===== config.mk =====
export PLATFORM = sky130hd
export DESIGN_NAME = tm1638_serial_tx
export DESIGN_NICKNAME = d
export VERILOG_FILES = /design/src/rtl/tm1638_pkg.sv /design/src/rtl/tm1638_tick_gen.sv /design/src/rtl/tm1638_serial_tx.sv
export SDC_FILE = /design/constraint.sdc
export NUM_CORES = 1
export LEC_CHECK = 0
export CORE_ASPECT_RATIO = 0.8
export CORE_MARGIN = 1
export CORE_UTILIZATION = 51
export CTS_CLUSTER_SIZE = 24
export DETAILED_ROUTE_END_ITERATION = 10
export PLACE_DENSITY = 0.79
export SLEW_MARGIN = 5
export SYNTH_ARGS = -nofsm -noshare
export SYNTH_HDL_FRONTEND = slang
export SYNTH_SLANG_ARGS = --single-unit
export TNS_END_PERCENT = 50

===== constraint.sdc =====
create_clock -name clk -period 2.24 [get_ports clk]
set_input_delay 0.448 -clock clk [delete_from_list [all_inputs] [get_ports clk]]
set_output_delay 0.448 -clock clk [all_outputs]
set_load 0.05 [all_outputs]

===== src/rtl/tm1638_pkg.sv =====
// Shared definitions for the TM1638 serial engine: FSM state encoding and
// the TM1638 command bytes used by the upstream display controller.
package tm1638_pkg;

    // Serial engine states. READ is only reachable when TM1638_KEY_READ_EN is defined.
    typedef enum logic [2:0] {
        IDLE  = 3'd0,
        SETUP = 3'd1,
        SHIFT = 3'd2,
        NEXT  = 3'd3,
        READ  = 3'd4,
        HOLD  = 3'd5,
        GAP   = 3'd6
    } tm_state_e;

    // TM1638 command bytes
    localparam logic [7:0] CMD_WR_AUTO  = 8'h40;
    localparam logic [7:0] CMD_WR_FIXED = 8'h44;
    localparam logic [7:0] CMD_RD_KEYS  = 8'h42;
    localparam logic [7:0] CMD_ADDR0    = 8'hC0;
    localparam logic [7:0] CMD_DISP_ON  = 8'h88;

endpackage : tm1638_pkg


===== src/rtl/tm1638_tick_gen.sv =====
// Phase timer for the TM1638 serial engine. Counts CLK_DIV system clocks per
// serial-clock phase and raises tick_o on the last cycle of each phase. While
// clear_i is high the count is held at zero so that the first phase after a
// byte is accepted is a full CLK_DIV cycles long.
module tm1638_tick_gen #(
    parameter int unsigned CLK_DIV = 25
) (
    input  logic clk,
    input  logic rst,
    input  logic clear_i,
    output logic tick_o
);

    localparam int unsigned CW = (CLK_DIV > 1) ? $clog2(CLK_DIV) : 1;
    localparam logic [CW-1:0] LAST = CW'(CLK_DIV - 1);

    logic [CW-1:0] cnt_q;
    logic [CW-1:0] cnt_d;

    // Next count: held at zero while cleared, wraps after the last cycle of a phase
    always_comb begin
        cnt_d = cnt_q + CW'(1);
        if (clear_i || (cnt_q == LAST)) begin
            cnt_d = '0;
        end
    end

    // Phase counter register
    always_ff @(posedge clk or negedge rst) begin
        if (!rst) begin
            cnt_q <= '0;
        end else begin
            cnt_q <= cnt_d;
        end
    end

    assign tick_o = !clear_i && (cnt_q == LAST);

endmodule : tm1638_tick_gen


===== src/rtl/tm1638_serial_tx.sv =====
// Byte-level serial engine for the TM1638 STB/CLK/DIO interface. Frames bytes
// with STB low, shifts them LSB-first on DIO (changing on the falling CLK edge,
// sampled by the TM1638 on the rising edge) and enforces the STB high gap.
// Optional key-scan read path is compiled in with `define TM1638_KEY_READ_EN;
// without it tx_rd and dio_i are ignored, dio_oe is tied high and rx_* are zero.
module tm1638_serial_tx
    import tm1638_pkg::*;
#(
    parameter int unsigned CLK_DIV  = 25,
    parameter int unsigned RD_BYTES = 4
) (
    input  logic       clk,
    input  logic       rst,
    input  logic [7:0] tx_data,
    input  logic       tx_valid,
    input  logic       tx_last,
    input  logic       tx_rd,
    output logic       tx_ready,
    output logic       busy,
    output logic       out_clk,
    output logic       strobe,
    output logic       dio_o,
    output logic       dio_oe,
    input  logic       dio_i,
    output logic [7:0] rx_data,
    output logic       rx_valid
);

    tm_state_e  state_q;
    logic       last_q;
    logic [7:0] sh_q;
    logic [2:0] bit_q;
    logic       hi_q;
    logic       out_clk_q;
    logic       strobe_q;
    logic       dio_o_q;
    logic       tick;
    logic       accept;

`ifdef TM1638_KEY_READ_EN
    localparam int unsigned BYTE_W = (RD_BYTES > 1) ? $clog2(RD_BYTES) : 1;

    logic              rd_q;
    logic              rwait_q;
    logic [BYTE_W-1:0] byte_q;
    logic              dio_oe_q;
    logic [7:0]        rx_sh_q;
    logic [7:0]        rx_data_q;
    logic              rx_valid_q;
`endif

    assign tx_ready = (state_q == IDLE) || (state_q == NEXT);
    assign accept   = tx_valid && tx_ready;
    assign busy     = (state_q != IDLE);

    // The phase timer is parked at zero while waiting for a byte, so a byte
    // accepted in NEXT starts its bit0 low phase immediately with no idle phase.
    tm1638_tick_gen #(
        .CLK_DIV (CLK_DIV)
    ) u_tick (
        .clk     (clk),
        .rst     (rst),
        .clear_i (tx_ready),
        .tick_o  (tick)
    );

    // Framing / shifting FSM with registered pin outputs
    always_ff @(posedge clk or negedge rst) begin
        if (!rst) begin
            state_q    <= IDLE;
            last_q     <= 1'b0;
            sh_q       <= '0;
            bit_q      <= '0;
            hi_q       <= 1'b0;
            out_clk_q  <= 1'b1;
            strobe_q   <= 1'b1;
            dio_o_q    <= 1'b1;
`ifdef TM1638_KEY_READ_EN
            rd_q       <= 1'b0;
            rwait_q    <= 1'b0;
            byte_q     <= '0;
            dio_oe_q   <= 1'b1;
            rx_sh_q    <= '0;
            rx_data_q  <= '0;
            rx_valid_q <= 1'b0;
`endif
        end else begin
`ifdef TM1638_KEY_READ_EN
            rx_valid_q <= 1'b0;
`endif
            case (state_q)
                IDLE: begin
                    if (accept) begin
                        strobe_q <= 1'b0;
                        sh_q     <= tx_data;
                        dio_o_q  <= tx_data[0];
                        last_q   <= tx_last;
`ifdef TM1638_KEY_READ_EN
                        rd_q     <= tx_rd;
`endif
                        bit_q    <= '0;
                        hi_q     <= 1'b0;
                        state_q  <= SETUP;
                    end
                end

                SETUP: begin
                    if (tick) begin
                        out_clk_q <= 1'b0;
                        state_q   <= SHIFT;
                    end
                end

                SHIFT: begin
                    if (tick) begin
                        if (!hi_q) begin
                            out_clk_q <= 1'b1;
                            hi_q      <= 1'b1;
                        end else if (bit_q != 3'd7) begin
                            bit_q     <= bit_q + 3'd1;
                            hi_q      <= 1'b0;
                            out_clk_q <= 1'b0;
                            dio_o_q   <= sh_q[bit_q + 3'd1];
                        end else begin
                            hi_q  <= 1'b0;
                            bit_q <= '0;
`ifdef TM1638_KEY_READ_EN
                            // A read command wins over tx_last; HOLD follows the read.
                            if (rd_q) begin
                                dio_oe_q <= 1'b0;
                                rwait_q  <= 1'b1;
                                byte_q   <= '0;
                                state_q  <= READ;
                            end else
`endif
                            if (last_q) begin
                                state_q <= HOLD;
                            end else begin
                                state_q <= NEXT;
                            end
                        end
                    end
                end

                NEXT: begin
                    if (accept) begin
                        sh_q      <= tx_data;
                        dio_o_q   <= tx_data[0];
                        last_q    <= tx_last;
`ifdef TM1638_KEY_READ_EN
                        rd_q      <= tx_rd;
`endif
                        bit_q     <= '0;
                        hi_q      <= 1'b0;
                        out_clk_q <= 1'b0;
                        state_q   <= SHIFT;
                    end
                end

`ifdef TM1638_KEY_READ_EN
                READ: begin
                    if (tick) begin
                        if (rwait_q) begin
                            // Two high phases of turnaround before the first read pulse
                            if (hi_q) begin
                                rwait_q   <= 1'b0;
                                hi_q      <= 1'b0;
                                out_clk_q <= 1'b0;
                            end else begin
                                hi_q <= 1'b1;
                            end
                        end else if (!hi_q) begin
                            out_clk_q <= 1'b1;
                            hi_q      <= 1'b1;
                            rx_sh_q   <= {dio_i, rx_sh_q[7:1]};
                            if (bit_q == 3'd7) begin
                                rx_data_q  <= {dio_i, rx_sh_q[7:1]};
                                rx_valid_q <= 1'b1;
                            end
                        end else begin
                            hi_q <= 1'b0;
                            if (bit_q != 3'd7) begin
                                bit_q     <= bit_q + 3'd1;
                                out_clk_q <= 1'b0;
                            end else begin
                                bit_q <= '0;
                                if (byte_q == BYTE_W'(RD_BYTES - 1)) begin
                                    dio_oe_q <= 1'b1;
                                    dio_o_q  <= 1'b1;
                                    state_q  <= HOLD;
                                end else begin
                                    byte_q    <= byte_q + BYTE_W'(1);
                                    out_clk_q <= 1'b0;
                                end
                            end
                        end
                    end
                end
`endif

                HOLD: begin
                    if (tick) begin
                        strobe_q <= 1'b1;
                        dio_o_q  <= 1'b1;
                        hi_q     <= 1'b0;
                        state_q  <= GAP;
                    end
                end

                GAP: begin
                    if (tick) begin
                        if (hi_q) begin
                            hi_q    <= 1'b0;
                            state_q <= IDLE;
                        end else begin
                            hi_q <= 1'b1;
                        end
                    end
                end

                default: begin
                    state_q   <= IDLE;
                    out_clk_q <= 1'b1;
                    strobe_q  <= 1'b1;
                    dio_o_q   <= 1'b1;
                end
            endcase
        end
    end

    assign out_clk = out_clk_q;
    assign strobe  = strobe_q;
    assign dio_o   = dio_o_q;

`ifdef TM1638_KEY_READ_EN
    assign dio_oe   = dio_oe_q;
    assign rx_data  = rx_data_q;
    assign rx_valid = rx_valid_q;
`else
    logic unused_read_path;
    assign unused_read_path = ^{tx_rd, dio_i, RD_BYTES[0]};

    assign dio_oe   = 1'b1;
    assign rx_data  = '0;
    assign rx_valid = 1'b0;
`endif

endmodule : tm1638_serial_tx

======== Yosys cells after proc, flatten, opt, wreduce, memory -nomap -nowiden ========
Cells that the tools add are included.
storage, ports and cells
  bits in registers ....................... 24
  bits of input ports ..................... 14
  output and inout port bits .............. 15
  word-level logic and storage cells ...... 91
operators by class
  add/sub/neg operators ................... 2
  $lt $le $gt $ge ......................... 1
  eq/ne operators ......................... 20
  multiplexer cells ....................... 35
  bitwise gates (word level) .............. 3
  reduce and logical (&&, ||, !) cells .... 21
operators by type and width
  operator               number
  $mux W3                14
  $ne A2 B2 Y1 const B   10
  $pmux W3 S6            1
  $mux W1                13
  $reduce_and A9 Y1      1
  $pmux W1 S4            2
  $reduce_and A4 Y1      2
  $eq A3 B2 Y1 const B   2
  $eq A3 B3 Y1 const B   2
  $ne A3 B3 Y1 const B   2
  $pmux W1 S3            2
  $pmux W3 S2            1
  $reduce_and A6 Y1      1
  $reduce_bool A3 Y1     2
  $reduce_or A2 Y1       3
  $add A5 B1 Y5 const B  1
  $eq A5 B5 Y1 const B   1
  $mux W5                1
  $reduce_and A5 Y1      1
  $lt A3 B4 Y1 const B   1
  $ne A2 B1 Y1 const B   2
  $reduce_or A4 Y1       1
  $add A3 B1 Y3 const B  1
  $bmux W1 S3            1
  10 further kinds       14

======== Depth between registers and ports, before layout ========
Gate-level depths: netlist of run 1.
  depth after elaboration ................. 7
  gate-level depth with buffers ........... 6
  mapped depth without buffers ............ 6

======== Cells and area by module ========
From an unflattened synthesis of run 1, not the netlist that was laid out.
unflattened totals
  cell total of the unflattened synthesis .. 140
  area total of the unflattened synthesis .. 1472.7 µm²
by module, submodules not included
  module            instances  cells each  area each (µm²)  sequential area each (µm²)
  tm1638_serial_tx  1          116         1191.1           479.2
  tm1638_tick_gen   1          24          281.5            125.1

======== Least setup slack after synthesis of run 1 ========
Ideal clock, no wire load.
  path type ............................... flip-flop to flip-flop
  from .................................... register bit_q[0]
  to ...................................... register dio_o_q (netlist: dio_o)
  setup time .............................. 0.082 ns
  arrival ................................. 1.612 ns
  data required time ...................... 2.158 ns
  setup slack ............................. 0.546 ns
  stages on the path, launching flop included .. 7
  buffers on the path ..................... 0
  period minus slack after synthesis ...... 1.694 ns
  cells stage by stage .................... dfrtp_1 -> ha_1 -> ha_1 -> nand4bb_1 -> or3_4 -> a211oi_2 -> a2bb2oi_1
on the way
  longest elaborated chain between the ends .. 7
  elaborated cells between the ends (all ways) .. 10
  classes of those cells .................. 1 x add/sub; 2 x eq/ne; 6 x mux; 1 x reduce/logical
RTL lines
  element                        RTL line                 source
  from (decl)                    tm1638_serial_tx.sv:32   logic [2:0] bit_q;
  from (signal assigned)         tm1638_serial_tx.sv:120  bit_q <= bit_q + 3'd1;
  $add A3 B1 Y3                  tm1638_serial_tx.sv:123  dio_o_q <= sh_q[bit_q + 3'd1];
  $bmux W1 S3                    tm1638_serial_tx.sv:123
  $mux W1 (not written as such)  tm1638_serial_tx.sv:123
  $mux W1                        tm1638_serial_tx.sv:119  end else if (bit_q != 3'd7) begin
  $mux W1                        tm1638_serial_tx.sv:116  if (!hi_q) begin
  $mux W1                        tm1638_serial_tx.sv:115  if (tick) begin
  $pmux W1 S4                    tm1638_serial_tx.sv:91   case (state_q)
  to (signal assigned)           tm1638_serial_tx.sv:96   dio_o_q <= tx_data[0];
  to (signal assigned)           tm1638_serial_tx.sv:123
  to (signal assigned)           tm1638_serial_tx.sv:148  dio_o_q <= tx_data[0];
  to (decl)                      tm1638_serial_tx.sv:36   logic dio_o_q;
Several ways; a longest one is shown, not always the timed one. The select of a mux whose other input is x is not followed.
A chain may end at the register's enable or synchronous reset.

======== Worst setup path after layout of run 1 ========
  from .................................... register dio_o_q (netlist: dio_o)
  to ...................................... output port dio_o
RTL lines
  element    RTL line                source
  to (decl)  tm1638_serial_tx.sv:22  output logic dio_o,
No word-level cell between the ends.

==> summary.log, run 1 <==
qor: critical_path.critical_path_class reg -> out
qor: detailed_routing.routed_wl 2.80 mm
qor: cells_and_area.final_cell_area 1660 µm²
qor: clock_tree.ctsRootBufferMaster sky130_fd_sc_hd__clkbuf_4
qor: global_routing.grt_use_total 20.6%
qor: cells_and_area.area_delta_synth_final 13.8%
qor: global_routing.first_pass_grt_wire_length 4.64 mm
qor: clock_tree.cts.sinks 24
qor: power_and_ir_drop.leakage 0.721 nW
qor: detailed_routing.remaining_drc_errors 0
qor: critical_path.cp_max_fo 2
qor: cells_and_area.fillers 216
qor: critical_path.critPathCaptureType output pin
qor: logic_synthesis.synth_warnings 0
qor: critical_path.worst-endpoint-required 1.79 ns
qor: logic_synthesis.synth_largest_type_area_fraction 36.1%
qor: clock_tree.holdBufCountCts 0
qor: die.die_width 61.8 µm
qor: detailed_routing.routedWlPerCell 14.6 µm
qor: clock_tree.cts_inserted_buffers 3
qor: power_and_ir_drop.powerDensity 1320 nW/µm²
qor: logic_synthesis.mapped_cells 141
qor: logic_synthesis.synth.yosys.seq_area_share 41.5%
qor: timing.worst-slew-pin-transition 0.556 ns
qor: die.start_util 56.4%
qor: critical_path.worstPathCellList clkdlybuf4s50_1
qor: global_routing.antenna_found_initial 0
qor: detailed_routing.detailroute.via_count 1,056
qor: outcome.status finished clean
qor: clock_tree.worstSkewPairLatency 0.32 ns
qor: timing.fin_worst_skew 0.00602 ns
qor: detailed_routing.first_iter_violations 45
qor: detailed_routing.route.antenna.remaining_nets 0
qor: detailed_routing.drt_pre_antenna_iters 4
qor: timing.final.min_clock_period 2.13 ns
qor: critical_path.worst-path-buf-inv 1
qor: job.cap_viol_max_count 0
qor: timing.setup-tns-final 0 ns
qor: timing.period_share 95.1%
qor: logic_synthesis.synth_cell_types 44
qor: cells_and_area.post_route_cells_drive_above_1_share 19.4%
qor: clock_tree.cts.path.max_buffers 2
qor: die.floorplan.core_area 2580 µm²
qor: timing.timing_max_transition_violations_final 0
qor: detailed_routing.route.detailed.vias_per_inst 5.53
qor: cells_and_area.nets 174
qor: clock_tree.ctsResizeCount 0
qor: die.num_rows 16
qor: logic_synthesis.post-synth-top-area-cell sky130_fd_sc_hd__dfrtp_1
qor: global_routing.vias_in_the_first_global_route 1,011
qor: clock_tree.clk_pin_slew 0.14 ns
qor: global_routing.globalRouteOverflowTotal 0
qor: logic_synthesis.fraction_of_registers_with_async_set_reset 100%
qor: die.ioPinCount 29
qor: timing.timing_hold_violations_final 0
qor: cells_and_area.layout.area.seq 604 µm²
qor: logic_synthesis.post_synth_instance_area 1460 µm²
qor: timing.slew_headroom 62.9%
qor: critical_path.critical_path.max_stage_delay 0.80 ns
qor: logic_synthesis.yosys_register_bits 24
qor: worst_hold_path.hold_path_class in -> async
qor: die.vertical_die_dimension 49.8 µm
qor: timing.fin_worst_hold_slack 0.469 ns
qor: logic_synthesis.yosysMostFrequentCell sky130_fd_sc_hd__dfrtp_1
qor: global_routing.largest_net_degree_at_the_start_of_global_routing 25
qor: cells_and_area.multi_input_comb_area 741 µm²
qor: clock_tree.cts_post_setup_buffers_inserted 0
qor: timing.setup_viol 0
qor: clock_tree.cts_htree_levels 1
qor: logic_synthesis.synthTopCellsByArea sky130_fd_sc_hd__dfrtp_1, sky130_fd_sc_hd__mux2_2, sky130_fd_sc_hd__dfstp_2
qor: place.buffer_ports.inserted 16
qor: logic_synthesis.postSynth.topFlopCell sky130_fd_sc_hd__dfrtp_1
qor: die.dieArea 3080 µm²
qor: cells_and_area.antennaDiodeCount 0
qor: timing.rsz0062_at_grt no
qor: timing.max_clock_freq 469 MHz
qor: logic_synthesis.synth_enable_flop_cells 0
qor: power_and_ir_drop.vdd_drop_max 1.19 mV
qor: clock_tree.tritoncts built
qor: place.gp_routability_congestion 0.807
qor: logic_synthesis.synthTopCellsByCount sky130_fd_sc_hd__dfrtp_1, sky130_fd_sc_hd__buf_4, sky130_fd_sc_hd__inv_1, sky130_fd_sc_hd__mux2_2, sky130_fd_sc_hd__nor2_1
qor: critical_path.timing.critical_path.slowest_stage_cell sky130_fd_sc_hd__clkdlybuf4s50_1
qor: logic_synthesis.synth.avg_cell_area 10.3 µm²
qor: critical_path.worst_path_dominant_cell_family buffers and inverters
qor: power_and_ir_drop.p_total 2.19 mW
qor: place.post-dp-hpwl 2.06 mm
qor: critical_path.worstPathArrival 1.68 ns
qor: place.dpl_cell_area 1610 µm²
qor: critical_path.worstSetupStartpointType flop
==> registers in the layout, indices dropped and copies added (netlist names) <==
signal        cells
last_q            1
bit_q             3
out_clk           1
u_tick.cnt_q      5
sh_q              8
hi_q              1
strobe            1
state_q           3
dio_o             1
==> area by class of cell <==
class	instances	share of cell area, %
multi-input combinational	100	44.6
sequential	24	36.4
timing repair buffer	18	11.0
tap	36	2.71
inverter	9	2.04
clock inverter	1	1.81
clock buffer	3	1.36
==> logic make-up (layout without fill, tap and decap cells) <==
logic type	after synthesis	in the layout	synth area share (%)
compound gates	25	25	11.3
xor+xnor	4	4	2.92
fa+ha+maj	5	5	4.12
buf+inv	25	31	9.78
flops	24	24	41.5
mux	17	17	13.3
other cells	2	10	0.515
simple gates	39	39	16.6
==> power by group <==
group | switching [mW] | internal [mW]
combinational | 0.608 | 0.496
clock | 0.134 | 0.181
sequential | 0.164 | 0.606
==> stage by stage <==
step           worst slack (ns)  util (%)  cells
6_report                  0.109      64.2    191
5_1_grt                  0.0571      64.2    191
4_1_cts                   0.102      64.2    191
3_5_place_dp              0.312      62.2    187
3_3_place_gp              0.344      62.2    187
2_1_floorplan             0.546         -    149
==> routing by layer <==
layer	up-vias	global-route usage, %	routed length (µm)
met5	-	0	0
met4	0	3.33	32
met3	4	6.04	127
met2	34	33.3	1370
met1	513	27.7	1260
li1	505	-	-
==> cells in the final DEF (no fill, tap or decap), types with 4 or more instances in the layout <==
cell type,Yosys,layout
sky130_fd_sc_hd__mux2_2,9,9
sky130_fd_sc_hd__nand3_1,7,7
sky130_fd_sc_hd__mux2i_1,7,7
sky130_fd_sc_hd__nor2_1,9,9
sky130_fd_sc_hd__ha_1,4,4
sky130_fd_sc_hd__a21oi_1,6,6
sky130_fd_sc_hd__conb_1,2,10
sky130_fd_sc_hd__o21ai_0,7,7
sky130_fd_sc_hd__nand2_1,4,4
sky130_fd_sc_hd__dfrtp_1,21,21
sky130_fd_sc_hd__clkdlybuf4s50_1,0,14
sky130_fd_sc_hd__inv_1,9,9
==> worst paths after layout <==
kind | slack, ns | endpoint | cells past startpoint | startpoint
setup / recovery | 0.11 | dio_o | 1 | dio_o$_DFFE_PN1P_
hold / removal | 0.47 | state_q[1]$_DFFE_PN0P_ | 2 | rst
setup reg to reg | 0.40 | dio_o$_DFFE_PN1P_ | 6 | bit_q[0]$_DFFE_PN0P_
hold reg to reg | 0.49 | out_clk$_DFFE_PN1P_ | 2 | out_clk$_DFFE_PN1P_
max in group asynchronous | 1.48 | dio_o$_DFFE_PN1P_ | 2 | rst
min in group clk | 0.49 | out_clk$_DFFE_PN1P_ | 2 | out_clk$_DFFE_PN1P_
No activity file was read; power rests on OpenSTA's default activity.
==> run 2: changes to the inputs <==
- CORE_MARGIN: 1 -> 5
- SYNTH_HIERARCHICAL: not set -> 1
==> run 2 against run 1 <==
  * Die area grew 32%
  * Clock-buffer cell count stayed put
  * Critical path depth unchanged
  * Routed wire length is 3.9% lower
  * Register-to-register slack worse by 0.25 ns
  * Worst setup slack better by 0.0031 ns
  * Worst hold slack worse by 0.013 ns
  * Flip-flop and latch count unchanged
  * Global-route usage is 7.2 points lower
  * Sequential share of layout area decreased by 1.2 points
  * Cell area up 3.3%
  * Sequential power down 42%
  * Highest routed layer unchanged
==> summary.log, run 2 <==
qor: clock_tree.worstSkewPairLatency 0.32 ns [about the same]
qor: timing.max_clock_freq 470 MHz [+0.14%]
qor: logic_synthesis.synthTopCellsByArea sky130_fd_sc_hd__dfrtp_1, sky130_fd_sc_hd__mux2_2, sky130_fd_sc_hd__buf_4
qor: die.dieArea 4070 µm² [+32%]
qor: power_and_ir_drop.powerDensity 496 nW/µm² [-62%]
qor: timing.timing_max_transition_violations_final 0 [unchanged]
qor: cells_and_area.final_util 62.0% [-2.3 points]
qor: worst_hold_path.hold_path_class in -> async
qor: logic_synthesis.synth_enable_flop_cells 0 [unchanged]
qor: timing.period_share 95.0% [-0.14 points]
qor: cells_and_area.mostFrequentLayoutCells sky130_fd_sc_hd__dfrtp_1, sky130_fd_sc_hd__clkdlybuf4s50_1, sky130_fd_sc_hd__conb_1
qor: cells_and_area.antennaDiodeCount 0 [unchanged]
qor: cells_and_area.commonest_non_fill_non_tap_cell_in_the_layout sky130_fd_sc_hd__dfrtp_1
qor: logic_synthesis.mapped_cells 140 [-0.71%]
qor: detailed_routing.routedWlPerCell 13.9 µm [-5.3%]
qor: place.post-dp-hpwl 2.00 mm [-2.7%]
qor: clock_tree.ctsResizeCount 0 [unchanged]
qor: logic_synthesis.postSynth.topFlopCell sky130_fd_sc_hd__dfrtp_1
qor: global_routing.grt_use_total 13.5% [-7.2 points]
qor: cells_and_area.top_regs sh_q (8), u_tick/cnt_q (5)
qor: critical_path.worstPathCellList clkdlybuf4s50_1
qor: global_routing.grt_util_met3 3.12% [-2.9 points]
qor: timing.final.min_clock_period 2.13 ns [-0.00306 ns]
qor: power_and_ir_drop.vdd_drop_max 0.414 mV [-65%]
qor: global_routing.first_pass_grt_wire_length 4.49 mm [-3.4%]
qor: clock_tree.cts_inserted_buffers 3 [unchanged]
qor: die.ioPinCount 29 [unchanged]
qor: critical_path.worstPathArrival 1.68 ns [about the same]
qor: cells_and_area.multi_input_comb_area 739 µm² [-0.17%]
qor: detailed_routing.drt_pre_antenna_iters 4 [unchanged]
qor: global_routing.grt.met2_usage 23.0% [-10 points]
qor: die.start_util 53.3% [-3.2 points]
qor: global_routing.largest_net_degree_at_the_start_of_global_routing 25 [unchanged]
qor: timing.setup-tns-final 0 ns [unchanged]
qor: logic_synthesis.post_synth_instance_area 1470 µm² [+1.0%]
qor: detailed_routing.routed_wl 2.69 mm [-3.9%]
qor: critical_path.worst-path-buf-inv 1 [unchanged]
qor: logic_synthesis.synth.avg_cell_area 10.5 µm² [+1.8%]
qor: logic_synthesis.synthTopCellsByCount sky130_fd_sc_hd__dfrtp_1, sky130_fd_sc_hd__buf_4, sky130_fd_sc_hd__mux2_2
qor: critical_path.crit-reg2reg-capture state_q[0]$_DFFE_PN0P_
qor: critical_path.worst-endpoint-required 1.79 ns [about the same]
qor: job.cap_viol_max_count 0 [unchanged]
qor: logic_synthesis.fraction_of_registers_with_async_set_reset 100% [unchanged]
qor: logic_synthesis.synth.yosys.seq_area_share 41.0% [-0.42 points]
qor: timing.setup_viol 0 [unchanged]
qor: cells_and_area.fillers 221 [+2.3%]
qor: global_routing.globalRouteOverflowTotal 0 [unchanged]
qor: logic_synthesis.synth_largest_type_area_fraction 35.7% [-0.37 points]
qor: cells_and_area.post_route_cells_drive_above_1_share 23.1% [+3.7 points]
qor: cells_and_area.max_reg_flops 8 [unchanged]
qor: clock_tree.cts.path.max_buffers 2 [unchanged]
qor: clock_tree.cts_post_setup_buffers_inserted 0 [unchanged]
qor: place.buffer_ports.inserted 16 [unchanged]
qor: clock_tree.holdBufCountCts 0 [unchanged]
qor: clock_tree.cts_htree_levels 1 [unchanged]
qor: die.die_width 70.1 µm [+13%]
qor: power_and_ir_drop.leakage 0.744 nW [+3.2%]
qor: logic_synthesis.yosysMostFrequentCell sky130_fd_sc_hd__dfrtp_1
qor: detailed_routing.remaining_drc_errors 0 [unchanged]
qor: clock_tree.cts.sinks 24 [unchanged]
qor: logic_synthesis.post-synth-top-area-cell sky130_fd_sc_hd__dfrtp_1
qor: critical_path.critical_path.max_stage_delay 0.80 ns [about the same]
qor: critical_path.critical_path.endpoint strobe
qor: critical_path.worstSetupPathDepth 1 [unchanged]
qor: detailed_routing.route.antenna.remaining_nets 0 [unchanged]
qor: clock_tree.clk_pin_slew 0.13 ns [about the same]
qor: die.floorplan.core_area 2770 µm² [+7.1%]
qor: cells_and_area.largest-register sh_q
qor: global_routing.vias_in_the_first_global_route 1,030 [+1.9%]
qor: logic_synthesis.synth_warnings 6 [+6]
qor: critical_path.critPathCaptureType output pin
qor: critical_path.critPathLaunch strobe$_DFFE_PN1P_
qor: critical_path.worst_path_dominant_cell_family buffers and inverters
qor: clock_tree.tritoncts built
qor: logic_synthesis.synth_cell_types 46 [+4.5%]
qor: critical_path.reg_to_reg_critical_path_startpoint u_tick/cnt_q[0]$_DFF_PN0_
qor: power_and_ir_drop.p_total 850 µW [-61%]
qor: logic_synthesis.yosys_register_bits 24 [unchanged]
qor: cells_and_area.area_delta_synth_final 16.4%
qor: timing.timing_hold_violations_final 0 [unchanged]
qor: global_routing.antenna_found_initial 0 [unchanged]
qor: critical_path.critical_path_class reg -> out
qor: timing.timing.final.ws_setup 0.113 ns [+0.00306 ns]
qor: critical_path.ff2ff_path_depth 9 [+3]
qor: detailed_routing.detailroute.via_count 1,056 [unchanged]
qor: global_routing.grtUsageMet1 17.8% [-9.9 points]
qor: cells_and_area.nets 175 [+0.57%]
qor: die.num_rows 17 [+1]
qor: critical_path.cp_max_fo 3 [+1]
qor: critical_path.worstSetupStartpointType flop
qor: critical_path.rrSetupSlack 0.15 ns [-0.25 ns]
qor: place.post_place_setup_slack 0.174 ns [-0.138 ns]
qor: outcome.status finished clean
qor: global_routing.grt_busiest_layer met2
qor: die.vertical_die_dimension 58.1 µm [+17%]
qor: cells_and_area.layout.area.seq 604 µm² [unchanged]
qor: critical_path.timing.critical_path.slowest_stage_cell sky130_fd_sc_hd__clkdlybuf4s50_1
qor: place.gp_routability_congestion 0.839 [+3.9%]
qor: detailed_routing.first_iter_violations 43 [-4.4%]
qor: detailed_routing.route.detailed.vias_per_inst 5.44 [-1.5%]
qor: clock_tree.ctsRootBufferMaster sky130_fd_sc_hd__clkbuf_4
qor: timing.fin_worst_skew 0.00215 ns [-0.00388 ns]
## run 2: cell count changes in the layout (fill, tap and decap cells not counted), sizes merged, moves of 3 or more
cell / previous run / this run
a31oi: 0 / 3
buf: 4 / 10
nand2: 4 / 7
nand3: 7 / 2
nor2: 10 / 5
nor4: 0 / 3
o31ai: 3 / 0
or3: 3 / 0
## run 2: per-layer routing
layer | wire length, µm | vias up
met5 | 0 | -
met4 | 13 | 0
met3 | 206 | 4
met2 | 1280 | 49
met1 | 1180 | 493
li1 | - | 510
## run 2: area by class of cell
| class | instances | area share [%] |
|---|---|---|
| sequential | 24 | 35.3 |
| multi-input combinational | 96 | 43.1 |
| clock buffer | 3 | 1.31 |
| timing repair buffer | 24 | 14.0 |
| tap | 38 | 2.77 |
| clock inverter | 1 | 1.75 |
| inverter | 8 | 1.75 |
## run 2: kinds of logic after synthesis
group           share of synthesized area (%)
buf+inv                                  11.8
xor+xnor                                 1.70
flops                                    41.0
simple gates                             12.2
fa+ha+maj                                4.08
compound gates                           13.0
mux                                      15.6
other cells                             0.510
## run 2: how the worst min path moves through the flow
stage	startpoint	end	slack (ns)	cells after the start
after floorplan	rst	bit_q[0]$_DFFE_PN0P_	0.15	0
after global placement	out_clk$_DFFE_PN1P_	out_clk$_DFFE_PN1P_	0.46	2
after detailed placement	out_clk$_DFFE_PN1P_	out_clk$_DFFE_PN1P_	0.47	2
after CTS	rst	sh_q[2]$_DFFE_PN0P_	0.45	2
after global routing	rst	sh_q[2]$_DFFE_PN0P_	0.48	2
final	rst	sh_q[2]$_DFFE_PN0P_	0.46	2
## run 2: stage by stage
stage,cell area [µm²],hold WS [ns],instances
after detailed placement,1650,0.466,190
after global placement,1650,0.460,190
after floorplan,1510,0.152,148
after CTS,1710,0.454,194
after global routing,1710,0.481,194
final,1710,0.456,194
## run 2: report_power, final
group,switching [mW],total (mW),internal (mW)
Sequential,0.00478,0.448,0.444
Combinational,0.0582,0.0885,0.0303
Clock,0.133,0.314,0.181
==> run 3: changes to the inputs <==
- CORE_UTILIZATION: 51 -> 53
- CTS_BUF_LIST: not set -> sky130_fd_sc_hd__clkbuf_4
- PLACE_DENSITY: 0.79 -> 0.82
==> run 3 against run 2 <==
  * Combinational power barely moved
  * Flip-flop and latch count did not move
  * Sequential share of layout area fell by 0.052 points
  * Maximum frequency fell by 0.55%
  * Die area fell by 3.2%
  * Critical path type unchanged
  * Critical endpoint unchanged
==> summary.log, run 3 (same netlist as run 2, synthesis figures left out) <==
qor: power_and_ir_drop.powerDensity 494 nW/µm² [-0.37%]
qor: global_routing.globalRouteOverflowTotal 0 [unchanged]
qor: global_routing.vias_in_the_first_global_route 1,077 [+4.6%]
qor: timing.rsz0062_at_grt no
qor: cells_and_area.top_regs sh_q (8), u_tick/cnt_q (5)
qor: cells_and_area.area_delta_synth_final 16.6%
qor: timing.setup-tns-final 0 ns [unchanged]
qor: detailed_routing.routedWlPerCell 13.9 µm [+0.45%]
qor: timing.timing_max_transition_violations_final 0 [unchanged]
qor: place.dpl_cell_area 1660 µm² [+0.45%]
qor: power_and_ir_drop.vdd_drop_max 0.409 mV [-1.0%]
qor: job.cap_viol_max_count 0 [unchanged]
qor: critical_path.worst_path_dominant_cell_family buffers and inverters
qor: timing.timing.final.ws_setup 0.101 ns [-0.0118 ns]
qor: global_routing.antenna_found_initial 0 [unchanged]
qor: detailed_routing.first_iter_violations 28 [-35%]
qor: clock_tree.worstSkewPairLatency 0.32 ns [about the same]
qor: critical_path.critical_path_class reg -> out
qor: clock_tree.cts.sinks 24 [unchanged]
qor: worst_hold_path.hold_path_class in -> async
qor: detailed_routing.route.antenna.remaining_nets 0 [unchanged]
qor: critical_path.worst-endpoint-required 1.79 ns [about the same]
qor: place.post-dp-hpwl 2.06 mm [+2.9%]
qor: critical_path.worstPathCellList clkdlybuf4s50_1
qor: place.gp_routability_congestion 0.904 [+7.8%]
qor: timing.period_share 95.5% [+0.53 points]
qor: die.die_width 68.9 µm [-1.6%]
qor: die.floorplan.core_area 2700 µm² [-2.3%]
qor: power_and_ir_drop.p_total 849 µW [-0.22%]
qor: power_and_ir_drop.leakage 0.749 nW [+0.62%]
qor: cells_and_area.post_route_cells_drive_above_1_share 23.6% [+0.49 points]
qor: clock_tree.cts_inserted_buffers 3 [unchanged]
qor: timing.fin_worst_skew 0.0108 ns [+0.00869 ns]
qor: global_routing.grt_use_total 15.5% [+2.0 points]
qor: clock_tree.cts_htree_levels 1 [unchanged]
qor: die.vertical_die_dimension 57.1 µm [-1.6%]
qor: die.ioPinCount 29 [unchanged]
qor: global_routing.first_pass_grt_wire_length 4.69 mm [+4.6%]
qor: place.post_place_setup_slack 0.133 ns [-0.0404 ns]
qor: critical_path.worst-path-buf-inv 1 [unchanged]
qor: die.start_util 54.5% [+1.3 points]
qor: timing.setup_viol 0 [unchanged]
qor: critical_path.worstSetupStartpointType flop
qor: clock_tree.tritoncts built
qor: cells_and_area.mostFrequentLayoutCells sky130_fd_sc_hd__dfrtp_1, sky130_fd_sc_hd__clkdlybuf4s50_1, sky130_fd_sc_hd__conb_1
qor: cells_and_area.final_util 63.5% [+1.6 points]
qor: cells_and_area.antennaDiodeCount 0 [unchanged]
qor: cells_and_area.nets 176 [+0.57%]
qor: cells_and_area.commonest_non_fill_non_tap_cell_in_the_layout sky130_fd_sc_hd__dfrtp_1
qor: clock_tree.ctsRootBufferMaster sky130_fd_sc_hd__clkbuf_4
qor: timing.max_clock_freq 467 MHz [-0.55%]
qor: clock_tree.clk_pin_slew 0.13 ns [about the same]
qor: timing.final.min_clock_period 2.14 ns [+0.0118 ns]
qor: cells_and_area.max_reg_flops 8 [unchanged]
qor: critical_path.ff2ff_path_depth 8 [-1]
qor: critical_path.cp_max_fo 3 [unchanged]
qor: global_routing.largest_net_degree_at_the_start_of_global_routing 25 [unchanged]
qor: cells_and_area.largest-register sh_q
qor: place.buffer_ports.inserted 16 [unchanged]
qor: detailed_routing.route.detailed.vias_per_inst 5.56 [+2.2%]
qor: detailed_routing.detailroute.via_count 1,085 [+2.7%]
qor: critical_path.timing.critical_path.slowest_stage_cell sky130_fd_sc_hd__clkdlybuf4s50_1
qor: cells_and_area.final_cell_area 1720 µm² [+0.15%]
qor: critical_path.critPathCaptureType output pin
qor: detailed_routing.routed_wl 2.71 mm [+0.97%]
qor: critical_path.worstSetupPathDepth 1 [unchanged]
qor: die.dieArea 3940 µm² [-3.2%]
qor: clock_tree.holdBufCountCts 0 [unchanged]
qor: detailed_routing.drt_pre_antenna_iters 5 [+1]
qor: outcome.status finished clean
qor: clock_tree.cts.path.max_buffers 2 [unchanged]
qor: timing.timing_hold_violations_final 0 [unchanged]
qor: detailed_routing.remaining_drc_errors 0 [unchanged]
qor: die.num_rows 17 [unchanged]
qor: critical_path.worstPathArrival 1.69 ns [about the same]
qor: critical_path.critical_path.max_stage_delay 0.80 ns [about the same]
[run 3: changes by cell type in the layout (fill, tap and decap cells not counted), sizes merged]
cell	previous run	this run
buf	10	11
[run 3: path summary, 6_finish.rpt]
path | slack (ns) | from | end
setup / recovery | 0.10 | strobe$_DFFE_PN1P_ | strobe
hold / removal | 0.46 | rst | state_q[0]$_DFFE_PN0P_
setup reg to reg | 0.21 | u_tick/cnt_q[0]$_DFF_PN0_ | dio_o$_DFFE_PN1P_
hold reg to reg | 0.48 | out_clk$_DFFE_PN1P_ | out_clk$_DFFE_PN1P_
max in group asynchronous | 1.49 | rst | dio_o$_DFFE_PN1P_
min in group clk | 0.48 | out_clk$_DFFE_PN1P_ | out_clk$_DFFE_PN1P_
[run 3: stage by stage]
step                      cells  hold slack [ns]
after floorplan             148            0.152
after global placement      191            0.459
after detailed placement    191            0.464
after CTS                   195            0.465
after global routing        195            0.492
final                       195            0.460
[run 3: layout make-up]
type,instances,area [µm²]
Sequential cell,24,604
Clock inverter,1,30.0
Timing Repair Buffer,25,248
Multi-Input combinational cell,96,734
Tap cell,38,47.5
Clock buffer,3,22.5
Inverter,8,30.0
Fill cell,214,985
[run 3: repair_timing]
| item | CTS | global route |
|---|---|---|
| endpoints found under the hold margin | 0 | 0 |
| resized for setup | 0 | 1 |
| setup endpoints to repair | 0 | 2 |
| buffers inserted | 0 | 0 |
[run 3: where the power goes]
part | internal [mW] | switching (mW)
combinational | 0.0303 | 0.0583
clock | 0.181 | 0.131
sequential | 0.443 | 0.00497
[run 3: routing by layer]
layer	global-route usage (%)	up-vias	share of wire [%]
li1	-	512	-
met1	20.3	516	42
met2	24.6	52	48
met3	4.33	5	8.3
met4	5.00	0	1.2
met5	0	-	0
